File: src/rtl/hazard_unit.sv
// -----------------------------------------------------------------------------
// hazard_unit
// Hazard controller for the 5-stage RISC-V pipeline. It keeps shadow copies of
// the instructions that are in flight in EX, MEM and WB. From these copies it
// derives the forwarding selects for the two EX operands. It also detects
// load-use hazards and turns a taken branch into stage flushes. Two saturating
// counters record stall cycles and flush events for performance debug.
//
// Ports
//   clk, rst            clock; synchronous active-high reset
//   ID_VALID            decode stage holds a valid instruction
//   ID_RS1/ID_RS2/ID_RD decode-stage source and destination registers
//   ID_WE               decode-stage instruction writes the register file
//   ID_MEM_REG          decode-stage instruction is a load
//   PC_R                registered branch-taken flag (branch now in MEM)
//   HU_RS1/HU_RS2       EX operand select: 0 = D1, 1 = BP_MEM, 2 = BP_WB
//   STALL_F/STALL_D     hold PC / hold IF/ID
//   FLUSH_D/E/M         bubble into IF/ID, ID/EX, EX/MEM
//   STALL_CNT           saturating count of load-use stall cycles
//   FLUSH_CNT           saturating count of branch flush cycles
// -----------------------------------------------------------------------------
module hazard_unit #(
   parameter int unsigned REG_W = 5,
   parameter int unsigned CNT_W = 16
) (
   input  logic             clk,
   input  logic             rst,
   input  logic             ID_VALID,
   input  logic [REG_W-1:0] ID_RS1,
   input  logic [REG_W-1:0] ID_RS2,
   input  logic [REG_W-1:0] ID_RD,
   input  logic             ID_WE,
   input  logic             ID_MEM_REG,
   input  logic             PC_R,
   output logic [1:0]       HU_RS1,
   output logic [1:0]       HU_RS2,
   output logic             STALL_F,
   output logic             STALL_D,
   output logic             FLUSH_D,
   output logic             FLUSH_E,
   output logic             FLUSH_M,
   output logic [CNT_W-1:0] STALL_CNT,
   output logic [CNT_W-1:0] FLUSH_CNT
);

   localparam logic [1:0] SEL_D1  = 2'd0;
   localparam logic [1:0] SEL_MEM = 2'd1;
   localparam logic [1:0] SEL_WB  = 2'd2;

   // EX shadow slot
   logic             ex_valid_q, ex_valid_d;
   logic [REG_W-1:0] ex_rs1_q,   ex_rs1_d;
   logic [REG_W-1:0] ex_rs2_q,   ex_rs2_d;
   logic [REG_W-1:0] ex_rd_q,    ex_rd_d;
   logic             ex_we_q,    ex_we_d;
   logic             ex_load_q,  ex_load_d;
   // MEM shadow slot
   logic             mem_valid_q, mem_valid_d;
   logic [REG_W-1:0] mem_rd_q,    mem_rd_d;
   logic             mem_we_q,    mem_we_d;
   // WB shadow slot
   logic             wb_valid_q, wb_valid_d;
   logic [REG_W-1:0] wb_rd_q,    wb_rd_d;
   logic             wb_we_q,    wb_we_d;
   // event counters
   logic [CNT_W-1:0] stall_cnt_q, stall_cnt_d;
   logic [CNT_W-1:0] flush_cnt_q, flush_cnt_d;

   logic mem_wr, wb_wr;
   logic load_use;
   logic stall, flush_e, flush_br;

   // A slot's write enable only counts when the slot is valid and targets a real register.
   assign mem_wr = mem_valid_q && mem_we_q && (mem_rd_q != '0);
   assign wb_wr  = wb_valid_q  && wb_we_q  && (wb_rd_q  != '0);

   function automatic logic [1:0] fwd_sel(
      input logic [REG_W-1:0] rs,
      input logic             m_wr,
      input logic [REG_W-1:0] m_rd,
      input logic             w_wr,
      input logic [REG_W-1:0] w_rd
   );
      logic [1:0] sel;
      sel = SEL_D1;
      if (rs != '0) begin
         if (m_wr && (m_rd == rs)) begin
            sel = SEL_MEM;
         end else if (w_wr && (w_rd == rs)) begin
            sel = SEL_WB;
         end
      end
      return sel;
   endfunction

   assign load_use = ID_VALID && ex_valid_q && ex_load_q && (ex_rd_q != '0) &&
                     ((ex_rd_q == ID_RS1) || (ex_rd_q == ID_RS2));

   // A taken branch overrides the load-use stall because the stalled consumer is flushed anyway.
   always_comb begin
      stall    = 1'b0;
      flush_e  = 1'b0;
      flush_br = 1'b0;
      HU_RS1   = SEL_D1;
      HU_RS2   = SEL_D1;
      if (!rst) begin
         flush_br = PC_R;
         stall    = load_use && !PC_R;
         flush_e  = load_use || PC_R;
         HU_RS1   = fwd_sel(ex_rs1_q, mem_wr, mem_rd_q, wb_wr, wb_rd_q);
         HU_RS2   = fwd_sel(ex_rs2_q, mem_wr, mem_rd_q, wb_wr, wb_rd_q);
      end
   end

   assign STALL_F   = stall;
   assign STALL_D   = stall;
   assign FLUSH_D   = flush_br;
   assign FLUSH_E   = flush_e;
   assign FLUSH_M   = flush_br;
   assign STALL_CNT = stall_cnt_q;
   assign FLUSH_CNT = flush_cnt_q;

   always_comb begin
      // WB takes MEM unconditionally
      wb_valid_d = mem_valid_q;
      wb_rd_d    = mem_rd_q;
      wb_we_d    = mem_we_q;

      // MEM takes EX unless the branch squashes it
      mem_valid_d = ex_valid_q;
      mem_rd_d    = ex_rd_q;
      mem_we_d    = ex_we_q;
      if (flush_br) begin
         mem_valid_d = 1'b0;
         mem_rd_d    = '0;
         mem_we_d    = 1'b0;
      end

      // EX takes decode unless a bubble is inserted
      ex_valid_d = ID_VALID;
      ex_rs1_d   = ID_RS1;
      ex_rs2_d   = ID_RS2;
      ex_rd_d    = ID_RD;
      ex_we_d    = ID_VALID && ID_WE;
      ex_load_d  = ID_VALID && ID_MEM_REG;
      if (flush_e) begin
         ex_valid_d = 1'b0;
         ex_rs1_d   = '0;
         ex_rs2_d   = '0;
         ex_rd_d    = '0;
         ex_we_d    = 1'b0;
         ex_load_d  = 1'b0;
      end

      stall_cnt_d = stall_cnt_q;
      if (stall && (stall_cnt_q != '1)) begin
         stall_cnt_d = stall_cnt_q + CNT_W'(1);
      end
      flush_cnt_d = flush_cnt_q;
      if (flush_br && (flush_cnt_q != '1)) begin
         flush_cnt_d = flush_cnt_q + CNT_W'(1);
      end
   end

   always_ff @(posedge clk) begin
      if (rst) begin
         ex_valid_q  <= 1'b0;
         ex_rs1_q    <= '0;
         ex_rs2_q    <= '0;
         ex_rd_q     <= '0;
         ex_we_q     <= 1'b0;
         ex_load_q   <= 1'b0;
         mem_valid_q <= 1'b0;
         mem_rd_q    <= '0;
         mem_we_q    <= 1'b0;
         wb_valid_q  <= 1'b0;
         wb_rd_q     <= '0;
         wb_we_q     <= 1'b0;
         stall_cnt_q <= '0;
         flush_cnt_q <= '0;
      end else begin
         ex_valid_q  <= ex_valid_d;
         ex_rs1_q    <= ex_rs1_d;
         ex_rs2_q    <= ex_rs2_d;
         ex_rd_q     <= ex_rd_d;
         ex_we_q     <= ex_we_d;
         ex_load_q   <= ex_load_d;
         mem_valid_q <= mem_valid_d;
         mem_rd_q    <= mem_rd_d;
         mem_we_q    <= mem_we_d;
         wb_valid_q  <= wb_valid_d;
         wb_rd_q     <= wb_rd_d;
         wb_we_q     <= wb_we_d;
         stall_cnt_q <= stall_cnt_d;
         flush_cnt_q <= flush_cnt_d;
      end
   end

endmodule

File: config.mk
export PLATFORM = sky130hd
export DESIGN_NAME = hazard_unit
export DESIGN_NICKNAME = d
export VERILOG_FILES = /design/src/rtl/hazard_unit.sv
export SDC_FILE = /design/constraint.sdc
export NUM_CORES = 1
export LEC_CHECK = 0
export BUFFER_PORTS_ARGS = -buffer_cell sky130_fd_sc_hd__buf_4
export CORE_MARGIN = 2
export CORE_UTILIZATION = 32
export CTS_CLUSTER_SIZE = 24
export DETAILED_ROUTE_END_ITERATION = 10
export GPL_TIMING_DRIVEN = 0
export PLACE_DENSITY = 0.54
export SETUP_SLACK_MARGIN = 0.15
export SKIP_CTS_REPAIR_TIMING = 1
export SYNTH_ARGS = -nofsm -noshare
export SYNTH_HDL_FRONTEND = slang
export SYNTH_SLANG_ARGS = --single-unit
File: constraint.sdc
create_clock -name clk -period 2.6 [get_ports clk]
set_input_delay 0.52 -clock clk [delete_from_list [all_inputs] [get_ports clk]]
set_output_delay 0.52 -clock clk [all_outputs]
set_load 0.01 [all_outputs]
==> results of run 1 <==
[through the flow]
step | utilization, % | TNS (ns)
2_1_floorplan | - | 0
3_3_place_gp | 39.2 | -0.359
3_5_place_dp | 39.2 | -0.596
4_1_cts | 41.4 | -1.16
5_1_grt | 43.6 | -0.0717
6_report | 43.6 | 0
[final cells by class]
| class | instances | area share, % |
|---|---|---|
| buffer | 14 | 2.67 |
| tap | 111 | 3.48 |
| clock buffer | 9 | 3.11 |
| multi-input combinational | 243 | 41.7 |
| inverter | 7 | 0.659 |
| clock inverter | 7 | 1.94 |
| sequential | 64 | 32.6 |
| timing repair buffer | 72 | 13.8 |
[sequential cells by signal, indices dropped and copies added (netlist names)]
register / flops
STALL_CNT: 16
ex_rs1_q: 5
wb_rd_q: 5
ex_we_q: 1
ex_rs2_q: 5
ex_rd_q: 5
wb_we_q: 1
ex_load_q: 1
ex_valid_q: 1
mem_we_q: 1
wb_valid_q: 1
mem_rd_q: 5
FLUSH_CNT: 16
mem_valid_q: 1
[power groups by stage]
| stage | Sequential [mW] | Clock [mW] | Combinational (mW) |
|---|---|---|---|
| after global placement | 1.04 | 0 | 0.134 |
| after CTS | 1.01 | 0.891 | 0.136 |
| final | 1.01 | 0.863 | 0.157 |
| after global routing | 1.01 | 0.932 | 0.175 |
| after floorplan | 1.03 | 0 | 0.0791 |
| after detailed placement | 1.04 | 0 | 0.136 |
[Yosys cell counts, drive strengths merged (2+ instances only)]
master	number
dfxtp	64
nor2	27
and2	23
xor2	21
nand2	19
xnor2	19
nand3	18
a21oi	16
or4	14
nor3	9
nand4	8
nor2b	8
buf	7
inv	7
o31ai	7
clkbuf	6
nor4	6
mux2i	5
a211oi	4
and3	4
mux2	3
o211ai	3
o21ai	3
or2	3
and2b	2
ha	2
nand2b	2
o21a	2
o311ai	2
o41ai	2
or3	2
[worst paths after layout]
check                                             end  slack [ns]  depth (start not counted)
worst max-delay path                          STALL_F        0.08                          9
worst max register to register  ex_rd_q[4]$_SDFF_PP0_        0.41                         10
worst min-delay path            ex_rd_q[2]$_SDFF_PP0_        0.38                          2
worst min register to register  wb_valid_q$_SDFF_PP0_        0.47                          1
[metal layers]
| layer | track usage, % | share of wire [%] | up-vias |
|---|---|---|---|
| li1 | - | - | 1328 |
| met1 | 18.1 | 46 | 1190 |
| met2 | 23.9 | 48 | 46 |
| met3 | 3.12 | 3.4 | 13 |
| met4 | 6.64 | 2.1 | 0 |
| met5 | 0 | 0 | - |
[kinds of logic (layout without fill, tap and decap cells)]
group,after synthesis,count (layout),share of synthesized area (%)
xor gates and xnor gates,40,40,11.7
and+or+nand+nor,149,149,27.4
buffers and inverters,21,109,3.89
DFF,64,64,42.8
AOI/OAI and AO/OA,44,44,10.5
adders and majority gates,2,2,0.836
muxes,8,8,2.80
==> summary.md, run 1 <==
| Metric | Value |
|---|---|
| Status | `finished, final reports clean` |
| Fin. max-slew vios | `0` |
| Final setup vio count | `0` |
| Placed inst area | `3590 um^2` |
| Buffers and inverters on the worst path | `4` |
| I/O Pins | `62` |
| Commonest non-fill, non-tap cell in the layout | `buf_4` |
| Crit path max fanout | `4` |
| Fin crit share | `96.9%` |
| Main area contributors after synthesis | `dfxtp_1, xor2_1, xnor2_1, and2_1, nor2_1` |
| Fin. Hold Viols | `0` |
| Num rows | `35` |
| CP endpoint kind | `output pin` |
| CP max stage cell | `dfxtp_2` |
| Max-Cap Viols | `0` |
| CTS buffer count | `9` |
| Initial antenna violation count | `0` |
| Most frequent cells in the layout | `buf_4, dfxtp_1, nor2_1, and2_1, xor2_1` |
| Sw Ratio | `25.0%` |
| Vias per inst | `4.89` |
| Vias in the first global route | `2432` |
| Chip height | `101 um` |
| # fillers | `928` |
| DRT iter0 DRCs | `69` |
| RSZ-0062 raised after global routing | `yes` |
| Placement Setup Slack | `-0.308 ns` |
| RD Place Congestion | `0.801` |
| Worst hold start | `ID_RD[2]` |
| Total Routing Usage GR | `14.5%` |
| Avg Cell Area, Syn | `9.12 um^2` |
| Cells after DPL | `500` |
| Share of cells above drive strength 1 | `30.8%` |
| Comb power frac | `7.7%` |
| Post-Synthesis Cells | `328` |
| Crit Reg-Reg Startpoint | `ex_rd_q[0]$_SDFF_PP0_` |
| Core ar. | `9150 um^2` |
| Slew margin rel. | `44.7%` |
| Die Width | `101 um` |
| Async set-or-reset flop fraction in the synthesized netlist | `0%` |
| Synth top area share | `42.8%` |
| WL final | `7.22 mm` |
| Worst EP required | `2.08 ns` |
| Psw | `0.508 mW` |
| Min cycle time layout | `2.52 ns` |
| Fin nets | `434` |
| Post-synth net total | `351` |
| Synth cell types | `49` |
| Critical Path Max Stage Delay | `0.35 ns` |
| PwrDens | `510 nW/um^2` |
| Hold WS | `0.375 ns` |
| Largest net degree at the start of global routing | `14` |
| Worst-path cell chain | `xor2_1 > nor3_2 > a22oi_2 > buf_6 > buf_8 > nand2b_4 > nor3_4 > buf_4 > buf_6` |
| Layout Cell Area excl Fill | `3990 um^2` |
| Int Pwr | `1.52 mW` |
| Top cell by count, worst path | `buf_6` |
| Worst-margin pin slew | `0.824 ns` |
| Sequential Power Share | `49.8%` |
| Synth Register Bits | `64` |
| CP arrival | `2.00 ns` |
| Vias | `2577` |
| Area grow syn2layout | `33.3%` |
| CP Launch Type | `register` |
| Top delay family on crit path | `simple AND/OR/NAND/NOR gates` |
| Worst-path clk slew | `0.08 ns` |
| Highest achievable clock rate | `397 MHz` |
| DP Wirelength | `5.39 mm` |
| Clk_skew | `0.0107 ns` |
| Non-filler instance count after layout | `527` |
| Mapped cell area | `2990 um^2` |
| Design Power | `2.03 mW` |
| CTS tree | `done` |
| Global route total overflow | `0` |
| Hold Path Class | `primary input to register` |
| Skew-Pair Late Insertion Delay | `0.34 ns` |
| DRT Pass-1 Iters | `4` |
| CTS max path bufs | `2` |
| DRC violation count after routing | `0` |
| ANT nets after route | `0` |
| CP startpoint | `ex_rd_q[1]$_SDFF_PP0_` |
| Setup ws final | `0.0795 ns` |
| Routed length per instance | `13.7 um` |
| Synth Flop Type | `dfxtp_1` |
| PortBufs | `61` |
| Multi-input logic area | `1660 um^2` |
| Global-route wire length before repair | `11.6 mm` |
| Clock Tree Root | `clkbuf_8` |
| N_diodes | `0` |
| Largest area contributor in the synthesized netlist | `dfxtp_1` |
| EDFF count, synth | `0` |
| Synth warn | `0` |
| Sequential fraction of the synthesis area | `42.8%` |
| Reg area | `1300 um^2` |
| CTS sink count | `64` |
| VDD IR max | `0.214 mV` |
| Leakage | `1.61 nW` |
| Setup Crit Path Kind | `register to output pin` |
| Clock Power Share | `42.5%` |
| DIE AREA | `10100 um^2` |
| Initial Util | `32.7%` |
| Number of H-tree levels | `3` |
Power figures use the tool's default switching activity.
==> run 2: changes to the inputs <==
Settings changed: RECOVER_POWER set to 50.
==> run 2 against run 1 <==
Die area did not move. Clock skew did not move. Non-clock buffer count did not move. Cell count did not move. Critical path depth did not move. Utilization barely moved. Clock power barely moved.
==> summary.md, run 2 (synthesized netlist as in run 1, its figures left out) <==
| Metric | Value |
|---|---|
| Status | `finished, final reports clean` |
| CTS sink count | `64 (unchanged)` |
| Total Routing Usage GR | `14.5% (unchanged)` |
| Clock Tree Root | `clkbuf_8` |
| Global-route wire length before repair | `11.6 mm (unchanged)` |
| Global route total overflow | `0 (unchanged)` |
| CP endpoint kind | `output pin` |
| I/O Pins | `62 (unchanged)` |
| Hold Path Class | `primary input to register` |
| Setup ws final | `0.0795 ns (unchanged)` |
| DR top layer | `met4` |
| Fin nets | `434 (unchanged)` |
| Fin. Hold Viols | `0 (unchanged)` |
| CP startpoint | `ex_rd_q[1]$_SDFF_PP0_` |
| Largest net degree at the start of global routing | `14 (unchanged)` |
| Critical Path Max Stage Delay | `0.35 ns (about the same)` |
| Sw Ratio | `25.0% (about the same)` |
| Routed length per instance | `13.7 um (about the same)` |
| DRT Pass-1 Iters | `4 (unchanged)` |
| Setup Crit Path Kind | `register to output pin` |
| Highest achievable clock rate | `397 MHz (unchanged)` |
| Clk_skew | `0.0107 ns (unchanged)` |
| Worst hold start | `ID_RD[2]` |
| DP Wirelength | `5.39 mm (unchanged)` |
| DRT iter0 DRCs | `69 (unchanged)` |
| Top cell by count, worst path | `buf_6` |
| Share of cells above drive strength 1 | `30.5% (-0.24 points)` |
| Clock Power Share | `42.5% (about the same)` |
| Layout Cell Area excl Fill | `3990 um^2 (about the same)` |
| Psw | `0.508 mW (about the same)` |
| R2r setup slk | `0.41 ns (about the same)` |
| WL met2 | `3.49 mm (unchanged)` |
| Max-Cap Viols | `0 (unchanged)` |
| Worst-margin pin slew | `0.824 ns (unchanged)` |
| PortBufs | `61 (unchanged)` |
| Worst EP required | `2.08 ns (about the same)` |
| Chip height | `101 um (unchanged)` |
| Num rows | `35 (unchanged)` |
| # fillers | `929 (+0.11%)` |
| Buffers and inverters on the worst path | `4 (unchanged)` |
| DRC violation count after routing | `0 (unchanged)` |
| Core ar. | `9150 um^2 (unchanged)` |
| ANT nets after route | `0 (unchanged)` |
| RD Place Congestion | `0.801 (unchanged)` |
| VDD IR max | `0.214 mV (unchanged)` |
| CTS max path bufs | `2 (unchanged)` |
| Area grow syn2layout | `33.2% (about the same)` |
| WL final | `7.21 mm (about the same)` |
| Final setup vio count | `0 (unchanged)` |
| Int Pwr | `1.52 mW (about the same)` |
| Placed inst area | `3590 um^2 (unchanged)` |
| Initial Util | `32.7% (unchanged)` |
| Sequential Power Share | `49.8% (about the same)` |
| Vias | `2577 (unchanged)` |
| Min cycle time layout | `2.52 ns (unchanged)` |
| Met1 WL | `3.32 mm (about the same)` |
| Crit Reg-Reg Startpoint | `ex_rd_q[0]$_SDFF_PP0_` |
| CP Launch Type | `register` |
| Commonest non-fill, non-tap cell in the layout | `buf_4` |
| Slew margin rel. | `44.7% (unchanged)` |
| Skew-Pair Late Insertion Delay | `0.34 ns (about the same)` |
| DIE AREA | `10100 um^2 (unchanged)` |
| PwrDens | `510 nW/um^2 (about the same)` |
| Vias per inst | `4.89 (unchanged)` |
| CP max stage cell | `dfxtp_2` |
| Fin. max-slew vios | `0 (unchanged)` |
| Met3 routed WL | `248 um (unchanged)` |
| Die Width | `101 um (unchanged)` |
| Placement Setup Slack | `-0.308 ns (unchanged)` |
| Fin crit share | `96.9% (unchanged)` |
| Leakage | `1.61 nW (-0.23%)` |
| Number of H-tree levels | `3 (unchanged)` |
| N_diodes | `0 (unchanged)` |
| Crit path max fanout | `4 (unchanged)` |
| Worst-path cell chain | `xor2_1 > nor3_2 > a22oi_2 > buf_6 > buf_8 > nand2b_4 > nor3_4 > buf_4 > buf_6` |
| Most frequent cells in the layout | `buf_4, dfxtp_1, nor2_1, and2_1, xor2_1` |
| CP arrival | `2.00 ns (about the same)` |
| Top delay family on crit path | `simple AND/OR/NAND/NOR gates` |
| CTS tree | `done` |
| Hold WS | `0.375 ns (unchanged)` |
| Vias in the first global route | `2432 (unchanged)` |
| Worst-path clk slew | `0.08 ns (about the same)` |
| RSZ-0062 raised after global routing | `yes` |
| CTS buffer count | `9 (unchanged)` |
| Comb power frac | `7.7% (about the same)` |
| Initial antenna violation count | `0 (unchanged)` |
| Post-layout util | `43.5% (about the same)` |
-- run 2: cell types whose count changed in the layout (fill, tap and decap cells not counted), sizes merged --
cell / change
clkbuf: +1
buf: -1
-- run 2: per-layer routing --
layer  vias up  GRT usage, %
met5         -             0
met4         0          6.64
met3        13          3.12
met2        46          23.9
met1      1190          18.1
li1       1328             -
-- run 2: worst register-to-register path: cells and delay by family (launching register included) --
family / cells / cell delay [ns]
AOI/OAI and AO/OA: 2 / 0.52
xor gates and xnor gates: 1 / 0.18
buffers and inverters: 5 / 0.77
DFF: 1 / 0.42
and+or+nand+nor: 2 / 0.24
-- run 2: worst paths after layout --
| kind | to | cells past startpoint |
|---|---|---|
| max | STALL_F | 9 |
| min | ex_rd_q[2]$_SDFF_PP0_ | 2 |
| max reg2reg | ex_rd_q[4]$_SDFF_PP0_ | 10 |
| min reg2reg | wb_valid_q$_SDFF_PP0_ | 1 |
-- run 2: power by group through the flow --
stage,Combinational (mW),Clock (mW),Sequential (mW)
after floorplan,0.0791,0,1.03
after global routing,0.174,0.932,1.01
final,0.156,0.863,1.01
after detailed placement,0.136,0,1.04
after CTS,0.136,0.891,1.01
after global placement,0.134,0,1.04
-- run 2: cell type report --
cell class | instances | area [um^2] | area share [%]
clock buffers | 9 | 124 | 3.11
well taps | 111 | 139 | 3.49
repair buffers | 72 | 548 | 13.8
plain buffers | 14 | 106 | 2.67
flip-flops and latches | 64 | 1300 | 32.6
inverters | 7 | 26.3 | 0.659
multi-input cells | 243 | 1660 | 41.8
clock inverters | 7 | 77.6 | 1.95
-- run 2: metrics by stage --
stage	total power [mW]	cells	setup TNS, ns
after global placement	1.17	500	-0.359
after detailed placement	1.17	500	-0.596
after CTS	2.04	516	-1.16
after floorplan	1.11	328	0
final	2.03	527	0
after global routing	2.12	527	-0.0717
